## src/rtl/acondicionador_botones.sv

```systemverilog
// Push-button conditioner: sync, debounce, one-shot pulse, auto-repeat.
// Feeds the seconds counter; pulses are single-cycle and mutually exclusive.
module acondicionador_botones #(
  parameter int DEBOUNCE_CYCLES = 500000,
  parameter int HOLD_CYCLES     = 25000000,
  parameter int REPEAT_CYCLES   = 5000000,
  parameter int CNT_W           = 25
) (
  input  logic clk,
  input  logic rst_n,
  input  logic boton_aumenta_raw,
  input  logic boton_disminuye_raw,
  output logic boton_aumenta,
  output logic boton_disminuye,
  output logic aumenta_estable,
  output logic disminuye_estable
);

  typedef enum logic [2:0] {
    IDLE,
    ESPERA_PULSA,
    PULSADO,
    REPITE,
    ESPERA_SUELTA
  } estado_t;

  // The state-entry edge counts as the first stable sample, so the
  // terminal count is two below the sample count.
  localparam bit DEB_1 = (DEBOUNCE_CYCLES <= 1);
  localparam int DEB_LIM = DEB_1 ? 0 : DEBOUNCE_CYCLES - 2;
  localparam int HOLD_LIM = (HOLD_CYCLES > 0) ? HOLD_CYCLES - 1 : 0;
  localparam int REP_LIM = (REPEAT_CYCLES > 0) ? REPEAT_CYCLES - 1 : 0;

  localparam logic [CNT_W-1:0] C_DEB  = CNT_W'(DEB_LIM);
  localparam logic [CNT_W-1:0] C_HOLD = CNT_W'(HOLD_LIM);
  localparam logic [CNT_W-1:0] C_REP  = CNT_W'(REP_LIM);
  localparam logic [CNT_W-1:0] C_UNO  = CNT_W'(1);

  // Index 0 is the increase button, index 1 the decrease button.
  logic [1:0]       w_raw;
  logic [1:0]       r_s0;
  logic [1:0]       r_sinc;
  logic [1:0]       r_req;
  logic [1:0]       r_est;
  estado_t          r_estado [2];
  logic [CNT_W-1:0] r_cnt    [2];

  assign w_raw = {boton_disminuye_raw, boton_aumenta_raw};

  // Two-flop synchroniser for both raw buttons.
  always_ff @(posedge clk or negedge rst_n) begin
    if (!rst_n) begin
      r_s0   <= '0;
      r_sinc <= '0;
    end else begin
      r_s0   <= w_raw;
      r_sinc <= r_s0;
    end
  end

  // Per-button debounce / hold / repeat FSMs with registered requests.
  always_ff @(posedge clk or negedge rst_n) begin
    if (!rst_n) begin
      r_req <= '0;
      r_est <= '0;
      for (int i = 0; i < 2; i++) begin
        r_estado[i] <= IDLE;
        r_cnt[i]    <= '0;
      end
    end else begin
      for (int i = 0; i < 2; i++) begin
        r_req[i] <= 1'b0;
        unique case (r_estado[i])
          IDLE: begin
            r_cnt[i] <= '0;
            if (r_sinc[i]) begin
              if (DEB_1) begin
                r_req[i]    <= 1'b1;
                r_est[i]    <= 1'b1;
                r_estado[i] <= PULSADO;
              end else begin
                r_estado[i] <= ESPERA_PULSA;
              end
            end
          end
          ESPERA_PULSA: begin
            if (!r_sinc[i]) begin
              r_cnt[i]    <= '0;
              r_estado[i] <= IDLE;
            end else if (r_cnt[i] == C_DEB) begin
              r_req[i]    <= 1'b1;
              r_est[i]    <= 1'b1;
              r_cnt[i]    <= '0;
              r_estado[i] <= PULSADO;
            end else begin
              r_cnt[i] <= r_cnt[i] + C_UNO;
            end
          end
          PULSADO, REPITE: begin
            if (!r_sinc[i]) begin
              r_cnt[i] <= '0;
              if (DEB_1) begin
                r_est[i]    <= 1'b0;
                r_estado[i] <= IDLE;
              end else begin
                r_estado[i] <= ESPERA_SUELTA;
              end
            end else if (r_cnt[i] ==
                         ((r_estado[i] == PULSADO) ?
                          C_HOLD : C_REP)) begin
              r_req[i]    <= 1'b1;
              r_cnt[i]    <= '0;
              r_estado[i] <= REPITE;
            end else begin
              r_cnt[i] <= r_cnt[i] + C_UNO;
            end
          end
          ESPERA_SUELTA: begin
            if (r_sinc[i]) begin
              r_cnt[i]    <= '0;
              r_estado[i] <= PULSADO;
            end else if (r_cnt[i] == C_DEB) begin
              r_est[i]    <= 1'b0;
              r_cnt[i]    <= '0;
              r_estado[i] <= IDLE;
            end else begin
              r_cnt[i] <= r_cnt[i] + C_UNO;
            end
          end
          default: begin
            r_cnt[i]    <= '0;
            r_estado[i] <= IDLE;
          end
        endcase
      end
    end
  end

  // Arbitration: a request passes only when the other button is idle.
  always_ff @(posedge clk or negedge rst_n) begin
    if (!rst_n) begin
      boton_aumenta     <= 1'b0;
      boton_disminuye   <= 1'b0;
      aumenta_estable   <= 1'b0;
      disminuye_estable <= 1'b0;
    end else begin
      boton_aumenta     <= r_req[0] & ~r_req[1] & ~r_est[1];
      boton_disminuye   <= r_req[1] & ~r_req[0] & ~r_est[0];
      aumenta_estable   <= r_est[0];
      disminuye_estable <= r_est[1];
    end
  end

endmodule

```

## config.mk

```make
export PLATFORM = sky130hd
export DESIGN_NAME = acondicionador_botones
export DESIGN_NICKNAME = d
export VERILOG_FILES = /design/src/rtl/acondicionador_botones.sv
export SDC_FILE = /design/constraint.sdc
export NUM_CORES = 1
export LEC_CHECK = 0
export ABC_AREA = 1
export BUFFER_PORTS_ARGS = -buffer_cell sky130_fd_sc_hd__buf_2
export CAP_MARGIN = 0
export CORE_MARGIN = 5
export CORE_UTILIZATION = 45
export DETAILED_ROUTE_END_ITERATION = 6
export PLACE_DENSITY = 0.68
export SYNTH_ARGS = -nofsm -noshare
export SYNTH_HDL_FRONTEND = slang
export SYNTH_SLANG_ARGS = --single-unit
```

## constraint.sdc

```tcl
create_clock -name clk -period 1.5 [get_ports clk]
set_input_delay 0.3 -clock clk [delete_from_list [all_inputs] [get_ports clk]]
set_output_delay 0.3 -clock clk [all_outputs]
set_load 0.02 [all_outputs]
```

==> flow_summary_export.csv, run 1 <==
group,metric,value,unit
outcome,outcome,"complete, but fails checks",
outcome,violations,"negative setup slack",
route,ant_nets,0,
placed_design,port_buffers,7,
route,drc,0,
route,drt-total-wl,9974,um
logic_synthesis,ys_types,32,
die,die_x,102.7,um
flow_run,max_cap_violations,0,
setup_path,crit_chain,"buf_4 > ha_4 > nand4_1 > nor2_1 > nand3_2 > nand2_4 > nand2_8 > buf_6 > o21ai_2",
global_routing,antenna_found_initial,0,
power_and_ir_drop,leakagePower,2.378,nW
setup_path,setup.worst_path.start_class,"flip-flop",
logic_synthesis,syn_area,3870,um^2
setup_path,max_stage_delay,0.41,ns
sta,timing.final.hold_violations,0,
cells_and_area,postLayoutCellArea,5311,um^2
clock_tree,cts.clk_slew.worst_paths,0.07,ns
setup_path,crit_start,"r_cnt[26]",
clock_tree,cts_buffers,9,
die,pin_count,8,
placed_design,placedInstanceArea,4467,um^2
logic_synthesis,synthCells,503,
route,drt_iter0_drc,160,
global_routing,grt_pass1_vias,3628,
die,rows,33,
sta,finalCritPeriodShare,108.4,%
die,fp.coreArea,8299,um^2
setup_path,rr_startpoint,"r_cnt[26]",
cells_and_area,antennaDiodeCount,0,
logic_synthesis,synth_edf_count,0,
global_routing,grt_use_total,19.21,%
setup_path,worst-path-buf-inv,2,
placed_design,gp_congestion,0.9054,
logic_synthesis,async_flop_share,100.0,%
sta,setup_viol,58,
placed_design,dp_hpwl,6483,um
logic_synthesis,yosys-top-cells-count,"nor2_1 (111), nand2_1 (99), dfrtp_1 (68)",
sta,slew_headroom,75.30,%
clock_tree,clk_path_buf_depth,2,
global_routing,grt_max_degree,69,
logic_synthesis,synth-seq-cells,68,
global_routing,grt_pass1_wl,16130,um
clock_tree,cts.sinks,68,
setup_path,reg2regPathDepth,9,
logic_synthesis,synth_flop_cell,"dfrtp_1",
setup_path,critPathArrivalTime,1.90,ns
power_and_ir_drop,pwr_density_cell,1088,nW/um^2
logic_synthesis,syn_area_per_cell,7.694,um^2
sta,fin_ws,-0.1253,ns
cells_and_area,area_delta_synth_final,37.25,%
setup_path,slowest_stage,"dfrtp_2",
setup_path,critPathMaxFanout,7,
sta,grt_setup_unrepaired,"true",
logic_synthesis,synth_top_cells_by_area,"dfrtp_1 (44%), nor2_1 (11%), nand2_1 (9.6%)",
power_and_ir_drop,vdd_drop_max,0.0006110,V
die,start_util,46.63,%
sta,worst_pin_slew,0.3674,ns
sta,fin_skew,0.01069,ns
setup_path,worst-path-stages,9,
cells_and_area,utilization,64.00,%
cells_and_area,drive_gt1_share,34.75,%
setup_path,rrSetupSlack,-0.13,ns
sta,hold_slack,0.05775,ns
die,die_y,102.7,um
setup_path,crit_family,"simple AND/OR/NAND/NOR gates",
cells_and_area,layout.nets,616,
setup_path,cp.required,1.78,ns
logic_synthesis,ys_seq_area_share,43.97,%
clock_tree,clock_latency,0.35,ns
clock_tree,cts_tree,"yes",
hold_path,hold_class,"input pin to flip-flop",
logic_synthesis,yosys.area.top_type_share,43.97,%
power_and_ir_drop,total_power,0.005778,W
logic_synthesis,yosysWarnings,0,
sta,post-route-min-period,1.625,ns
route,wl_per_cell,13.89,um
setup_path,crit-reg2reg-capture,"r_estado[4]",
clock_tree,root_buffer,"clkbuf_8",
setup_path,endpoint,"r_estado[4]",
global_routing,grt_overflow,0,
logic_synthesis,yosysMostFrequentCell,"nor2_1",
route,route.detailed.vias_per_inst,5.120,
logic_synthesis,syn_nets,511,
sta,report.final.slew_viol_count,0,
setup_path,cp-end-kind,"flip-flop",
sta,clock.fmax,615.3,MHz
setup_path,path_class,"flip-flop to flip-flop",
route,drt_pass1_iterations,5,
logic_synthesis,synth.largest_area_cell,"dfrtp_1",
clock_tree,cts_max_level,3,
sta,setup-tns-final,-4.161,ns
die,die_area,10550,um^2
route,num_vias,3676,
==> cell usage in the layout (no fill, tap or decap), types with 12 or more instances in the layout <==
cell and instances:
buf_4 76, dfrtp_1 63, inv_1 54, nand2_1 87, nand2_2 16, nand3_1 23
nand3_2 13, nand4_1 20, nor2_1 93, nor2_2 17, nor2_4 12, xor2_1 18
==> per-stage QoR <==
step,setup slack (ns),std cells
final,-0.1253,718
after global placement,-0.1164,672
after global routing,-0.1993,718
after CTS,-0.1206,700
after floorplan,0.03270,503
after detailed placement,-0.1884,672
==> sequential cells by signal (all words and copies together), names as in the netlist <==
register,count
r_est,2
r_s0,2
boton_aumenta,1
boton_disminuye,1
r_req,2
r_cnt,50
disminuye_estable,1
r_sinc,2
r_estado,6
aumenta_estable,1
==> what timing repair did <==
action                                 4_1_cts  5_1_grt
pin swaps                                    9       31
endpoints found under the hold margin       68        0
setup endpoints to repair                   51       60
gates cloned                                 2        1
gates resized for setup                     30       73
hold buffers                                 1        0
setup buffers                                9       17
==> layout make-up <==
cell class                      instances  area (um^2)
Fill cell                             662         2988
Multi-Input combinational cell        365         2175
Sequential cell                        68         1708
Timing Repair Buffer                   97        788.3
Inverter                               65        269.0
Tap cell                              105        131.4
Clock buffer                            9        123.9
Clock inverter                          7        98.84
Timing Repair inverter                  2        17.52
==> power breakdown <==
group	internal, W	switching [W]	leakage (nW)	total, W
Sequential	0.00197	0.000131	0.923	0.00210
Combinational	0.000804	0.00118	1.34	0.00198
Clock	0.000947	0.000749	0.110	0.00170
==> kinds of logic after synthesis <==
family	after synthesis	share of synthesized area [%]
buffers and inverters	71	7.856
adders and majority gates	4	1.293
AOI/OAI and AO/OA	29	4.332
and+or+nand+nor	305	36.66
DFF	68	43.97
xor gates and xnor gates	26	5.884
==> worst min-delay path by stage <==
| stage | startpoint | to | depth (start not counted) |
|---|---|---|---|
| final | boton_disminuye_raw | r_s0[1] | 1 |
| after global routing | boton_aumenta_raw | r_s0[0] | 1 |
| after floorplan | rst_n | aumenta_estable | 0 |
| after detailed placement | r_s0[1] | r_sinc[1] | 0 |
| after global placement | r_s0[0] | r_sinc[0] | 0 |
| after CTS | boton_disminuye_raw | r_s0[1] | 1 |
==> per-layer routing <==
| layer | part of all wire (%) | vias up | global-route usage [%] |
|---|---|---|---|
| li1 | - | 1802 | - |
| met1 | 41 | 1738 | 22.76 |
| met2 | 52 | 111 | 33.96 |
| met3 | 4.4 | 25 | 4.398 |
| met4 | 2.4 | 0 | 7.171 |
| met5 | 0 | - | 0 |
(Power assumes the default switching activity.)
==> run 2, diff against run 1 <==
--- a/config.mk
+++ b/config.mk
@@ -6,12 +6,11 @@
 export NUM_CORES = 1
 export LEC_CHECK = 0
 export ABC_AREA = 1
-export BUFFER_PORTS_ARGS = -buffer_cell sky130_fd_sc_hd__buf_2
 export CAP_MARGIN = 0
-export CORE_MARGIN = 5
 export CORE_UTILIZATION = 45
 export DETAILED_ROUTE_END_ITERATION = 6
-export PLACE_DENSITY = 0.68
+export DONT_BUFFER_PORTS = 1
+export PLACE_DENSITY = 0.67
 export SYNTH_ARGS = -nofsm -noshare
 export SYNTH_HDL_FRONTEND = slang
 export SYNTH_SLANG_ARGS = --single-unit
==> run 2 against run 1 <==
  * The flow finishes with violations (negative hold slack, negative setup slack)
  * Combinational power is 11% lower
  * Clock-buffer cell count is 1 higher
  * Clock skew is 0.00067 ns higher
  * Sequential power is 2% higher
  * Setup slack worse by 0.0067 ns
  * Utilization is 1.7 points lower
  * Flip-flop and latch count stayed put
  * Routed wire length is 7.6% lower
  * Sequential share of layout area is 1.2 points higher
  * First-iteration DRC count is 26% lower
==> flow_summary_export.csv, run 2 (synthesis gave the netlist of run 1 again) <==
group,metric,value,unit
outcome,outcome,"complete, but fails checks",
outcome,violations,"negative hold slack, negative setup slack",
route,num_vias,3534,
die,rows,33,
clock_tree,clk_path_buf_depth,2,
cells_and_area,layout.nets,611,
setup_path,cp-end-kind,"flip-flop",
sta,slew_headroom,77.78,%
power_and_ir_drop,p_clk_share,25.2,%
clock_tree,cts_buffers,9,
global_routing,grt_overflow,0,
global_routing,grt_max_degree,69,
die,start_util,46.86,%
setup_path,critPathMaxFanout,5,
global_routing,grt_pass1_wl,15320,um
clock_tree,cts_tree,"yes",
route,wl_met3,279,um
setup_path,slowest_stage,"dfrtp_1",
setup_path,max_stage_delay,0.44,ns
cells_and_area,final_cell_mix,"nor2_1 (101), nand2_1 (90), buf_4 (85), dfrtp_1 (57), inv_1 (55)",
cells_and_area,stdcell_count,712,
global_routing,grt_use_total,22.10,%
cells_and_area,reg_top3,"r_cnt: 50 flops, r_estado: 6 flops",
placed_design,gp_congestion,0.9258,
flow_run,max_cap_violations,0,
power_and_ir_drop,intPower,0.003340,W
setup_path,cp.required,1.73,ns
die,fp.coreArea,8258,um^2
sta,fin_skew,0.01136,ns
clock_tree,cts.clk_slew.worst_paths,0.08,ns
cells_and_area,utilization,62.29,%
setup_path,crit_family,"simple AND/OR/NAND/NOR gates",
sta,fin_ws,-0.1320,ns
route,routed.top_layer,"met4",
power_and_ir_drop,vdd_drop_max,0.0004588,V
die,die_x,94.74,um
power_and_ir_drop,leakagePower,2.328,nW
setup_path,path_class,"flip-flop to flip-flop",
cells_and_area,regMostFlops,"r_cnt",
route,wl_met2,4743,um
hold_path,hold_class,"input pin to async pin",
cells_and_area,drive_gt1_share,33.11,%
clock_tree,cts.sinks,68,
clock_tree,cts_hold_buf,2,
die,die_y,94.74,um
sta,hold_slack,-0.3590,ns
route,drc,0,
power_and_ir_drop,pwr_density_cell,1018,nW/um^2
power_and_ir_drop,comb_power_share,33.9,%
sta,worst_pin_slew,0.3305,ns
setup_path,worst-path-buf-inv,2,
setup_path,crit_chain,"inv_2 > ha_4 > nand4_1 > nor2_1 > nand3_2 > nand2_4 > nand2_8 > buf_4 > nand2_1 > nor2_1",
cells_and_area,largest_reg_flops,50,
sta,clock.fmax,612.8,MHz
sta,grt_setup_unrepaired,"true",
placed_design,post-place-cells,674,
route,drt_iter0_drc,119,
setup_path,setup.worst_path.start_class,"flip-flop",
die,die_area,8975,um^2
sta,finalCritPeriodShare,108.8,%
power_and_ir_drop,p_seq_share,41.0,%
cells_and_area,area_delta_synth_final,32.91,%
route,drt-total-wl,9220,um
global_routing,grt_pass1_vias,3431,
sta,report.final.slew_viol_count,0,
sta,post-route-min-period,1.632,ns
clock_tree,root_buffer,"clkbuf_8",
clock_tree,clock_latency,0.34,ns
power_and_ir_drop,swShare,36.25,%
route,wl_per_cell,12.95,um
placed_design,port_buffers,0,
clock_tree,cts_max_level,3,
route,drt_pass1_iterations,4,
sta,timing.final.hold_violations,68,
sta,setup_viol,53,
power_and_ir_drop,p_sw,0.001899,W
die,pin_count,8,
global_routing,antenna_found_initial,0,
sta,setup-tns-final,-3.136,ns
route,wl_met1,4033,um
setup_path,crit_top_cell,"nor2_1",
placed_design,post-place-ws,-0.1787,ns
placed_design,dp_hpwl,6376,um
cells_and_area,layout_commonest_cell,"nor2_1",
route,ant_nets,0,
route,route.detailed.vias_per_inst,4.963,
cells_and_area,antennaDiodeCount,0,
setup_path,critPathArrivalTime,1.87,ns
-- run 2: cell count changes in the layout (fill, tap and decap cells not counted), moves of 5 or more --
cell     delta
buf_4       +9
nor2_1      +8
buf_2       -7
dfrtp_1     -6
dfrtp_2     +6
o21ai_1     -5
-- run 2: worst paths after layout --
path	from	endpoint	slack, ns	cells after the start
min in group clk	r_s0[1]	r_sinc[1]	0.34	0
max in group asynchronous	rst_n	r_est[0]	1.74	0
worst min register to register	r_s0[1]	r_sinc[1]	0.34	0
worst max-delay path	r_cnt[0]	r_cnt[17]	-0.13	10
worst max register to register	r_cnt[0]	r_cnt[17]	-0.13	10
worst min-delay path	rst_n	r_cnt[5]	-0.36	0
-- run 2: metal layers --
metal  vias to the layer above  global-route usage [%]
met5                         -                       0
met4                         0                   6.692
met3                        18                   5.556
met2                        55                   37.89
met1                      1670                   27.25
li1                       1791                       -
-- run 2: area by class of cell --
type	count	area, um^2
fillers	694	3114
multi-input cells	365	2125
inverters	65	264.0
flip-flops and latches	68	1715
clock buffers	10	137.6
repair buffers	93	725.7
clock inverters	5	28.78
repair inverters	1	16.27
well taps	105	131.4
-- run 2: through the flow --
stage / power [W] / instance area [um^2]
floorplan: 0.003051 / 3870
global placement: 0.003401 / 4487
detailed placement: 0.003447 / 4487
CTS: 0.005019 / 4851
global route: 0.005582 / 5144
finish: 0.005238 / 5144
-- run 2: what timing repair did --
item	CTS	global route
endpoints found under the setup margin	57	60
cloned	2	0
buffers inserted	6	13
endpoints found under the hold margin	70	68
resized for setup	31	57
pin swaps	13	23
-- run 2: power groups by stage --
| stage | Combinational, W | Sequential [W] | Clock [W] |
|---|---|---|---|
| CTS | 0.00155 | 0.00212 | 0.00136 |
| detailed placement | 0.00131 | 0.00214 | 0 |
| finish | 0.00177 | 0.00215 | 0.00132 |
| floorplan | 0.000932 | 0.00212 | 0 |
| global route | 0.00197 | 0.00217 | 0.00145 |
| global placement | 0.00126 | 0.00214 | 0 |
==> run 3, diff against run 2 <==
--- a/config.mk
+++ b/config.mk
@@ -11,6 +11,7 @@
 export DETAILED_ROUTE_END_ITERATION = 6
 export DONT_BUFFER_PORTS = 1
 export PLACE_DENSITY = 0.67
+export SKIP_LAST_GASP = 1
 export SYNTH_ARGS = -nofsm -noshare
 export SYNTH_HDL_FRONTEND = slang
 export SYNTH_SLANG_ARGS = --single-unit
==> run 3 against run 2 <==
  * The run still ends with negative hold slack, negative setup slack left
  * Clock skew about the same
  * Setup slack worse by 0.0020 ns
  * Register-to-register slack hardly changed
  * First-iteration DRC count rose by 15%
  * Combinational power barely moved
  * Critical path type unchanged
  * Largest cell class unchanged
  * Highest routed layer unchanged
==> flow_summary_export.csv, run 3 (synthesis gave the netlist of run 1 again) <==
group,metric,value,unit
die,die_y,94.74,um
setup_path,path_class,"flip-flop to flip-flop",
route,num_vias,3592,
route,drc,0,
cells_and_area,final_cell_mix,"nor2_1 (100), buf_4 (87), nand2_1 (86), dfrtp_1 (57), inv_1 (56)",
setup_path,cp-end-kind,"flip-flop",
cells_and_area,stdcell_count,713,
clock_tree,cts_hold_buf,2,
power_and_ir_drop,pwr_density_cell,1017,nW/um^2
power_and_ir_drop,p_seq_share,40.8,%
cells_and_area,layout.nets,612,
cells_and_area,utilization,62.64,%
sta,fin_skew,0.01172,ns
sta,timing.final.hold_violations,68,
sta,grt_setup_unrepaired,"true",
sta,finalCritPeriodShare,108.9,%
setup_path,critPathArrivalTime,1.87,ns
route,drt-total-wl,9367,um
setup_path,reg2regPathDepth,10,
sta,hold_slack,-0.3595,ns
sta,clock.fmax,612.0,MHz
clock_tree,clk_path_buf_depth,2,
global_routing,grt_max_degree,69,
power_and_ir_drop,total_power,0.005259,W
placed_design,gp_congestion,0.9258,
sta,setup_viol,53,
cells_and_area,largest_reg_flops,50,
cells_and_area,layout_commonest_cell,"nor2_1",
route,ant_nets,0,
power_and_ir_drop,swShare,36.47,%
route,route.detailed.vias_per_inst,5.038,
clock_tree,cts_tree,"yes",
sta,report.final.slew_viol_count,0,
global_routing,grt_pass1_vias,3440,
power_and_ir_drop,comb_power_share,34.0,%
power_and_ir_drop,leakagePower,2.337,nW
die,die_area,8975,um^2
flow_run,max_cap_violations,0,
clock_tree,cts.clk_slew.worst_paths,0.08,ns
cells_and_area,fill_cells,690,
cells_and_area,antennaDiodeCount,0,
outcome,violations,"negative hold slack, negative setup slack",
sta,slew_headroom,77.81,%
outcome,outcome,"complete, but fails checks",
global_routing,grt_overflow,0,
power_and_ir_drop,p_clk_share,25.2,%
global_routing,grt_pass1_wl,15330,um
cells_and_area,regMostFlops,"r_cnt",
sta,worst_pin_slew,0.3301,ns
die,fp.coreArea,8258,um^2
setup_path,cp.required,1.73,ns
setup_path,critPathMaxFanout,5,
clock_tree,clock_latency,0.34,ns
route,drt_pass1_iterations,4,
die,rows,33,
hold_path,hold_class,"input pin to async pin",
placed_design,post-place-cells,674,
setup_path,setup.worst_path.start_class,"flip-flop",
clock_tree,root_buffer,"clkbuf_8",
cells_and_area,area_delta_synth_final,33.66,%
cells_and_area,reg_top3,"r_cnt: 50 flops, r_estado: 6 flops",
clock_tree,cts_max_level,3,
clock_tree,cts_buffers,9,
sta,fin_ws,-0.1340,ns
die,pin_count,8,
placed_design,dp_hpwl,6376,um
route,wl_per_cell,13.14,um
clock_tree,cts.sinks,68,
cells_and_area,drive_gt1_share,34.05,%
die,die_x,94.74,um
power_and_ir_drop,intPower,0.003341,W
route,drt_iter0_drc,137,
global_routing,grt_use_total,22.10,%
die,start_util,46.86,%
placed_design,port_buffers,0,
sta,post-route-min-period,1.634,ns
power_and_ir_drop,vdd_drop_max,0.0004591,V
power_and_ir_drop,p_sw,0.001918,W
global_routing,antenna_found_initial,0,
run 3: cell count changes in the layout (fill, tap and decap cells not counted):
| cell | delta |
|---|---|
| buf_4 | +2 |
| buf_6 | -1 |
| inv_1 | +1 |
| inv_2 | -1 |
| nand2_1 | -4 |
| nand2_2 | +4 |
| nor2_1 | -1 |
| nor2_4 | +1 |
| xor2_1 | -1 |
| xor2_2 | +1 |
run 3: power by group through the flow:
stage               logic (W)  registers [W]  clock network (W)
global placement      0.00126        0.00214                  0
finish                0.00179        0.00214            0.00133
floorplan            0.000932        0.00212                  0
global route          0.00198        0.00217            0.00145
CTS                   0.00154        0.00212            0.00136
detailed placement    0.00131        0.00214                  0
run 3: critical path, stage by stage (launching register included):
cell     delay (ns)
dfrtp_1        0.44
inv_2          0.13
ha_4           0.14
nand4_1        0.11
nor2_1         0.15
nand3_2        0.13
nand2_4        0.12
nand2_8        0.07
buf_4          0.14
nand2_1        0.05
nor2_1         0.04
run 3: worst paths after layout:
check / slack (ns) / to / startpoint
max in group asynchronous: 1.74 / r_est[0] / rst_n
min in group clk: 0.34 / r_sinc[1] / r_s0[1]
worst max register to register: -0.13 / r_cnt[17] / r_cnt[0]
worst min-delay path: -0.36 / r_cnt[5] / rst_n
worst max-delay path: -0.13 / r_cnt[17] / r_cnt[0]
worst min register to register: 0.34 / r_sinc[1] / r_s0[1]
run 3: area by class of cell:
cell class / count / area, um^2 / area share (%)
repair inverters: 1 / 16.27 / 0.3145
well taps: 105 / 131.4 / 2.540
multi-input cells: 365 / 2150 / 41.56
clock buffers: 10 / 137.6 / 2.661
repair buffers: 94 / 729.5 / 14.10
clock inverters: 5 / 28.78 / 0.5564
inverters: 65 / 264.0 / 5.104
flip-flops and latches: 68 / 1715 / 33.16
run 3: per-stage QoR:
stage	area, um^2	setup WS (ns)	TNS, ns	hold slack [ns]
6_report	5172	-0.1340	-3.791	-0.3595
3_3_place_gp	4487	-0.1336	-3.920	0.006302
2_1_floorplan	3870	0.03270	0	0.004409
3_5_place_dp	4487	-0.1787	-6.082	0.006369
5_1_grt	5172	-0.2346	-10.20	-0.3873
4_1_cts	4848	-0.1110	-2.599	-0.3709
run 3: what timing repair did:
action / 4_1_cts / 5_1_grt
pin swaps: 12 / 22
resized for setup: 30 / 63
setup buffers: 6 / 14
hold endpoints to repair: 70 / 68
setup endpoints to repair: 57 / 60
cloned: 2 / 0
run 3: metal layers:
metal,track usage (%),share of wire [%]
met5,0,0
met4,6.944,2.4
met3,5.797,3.6
met2,37.77,50
met1,27.10,44
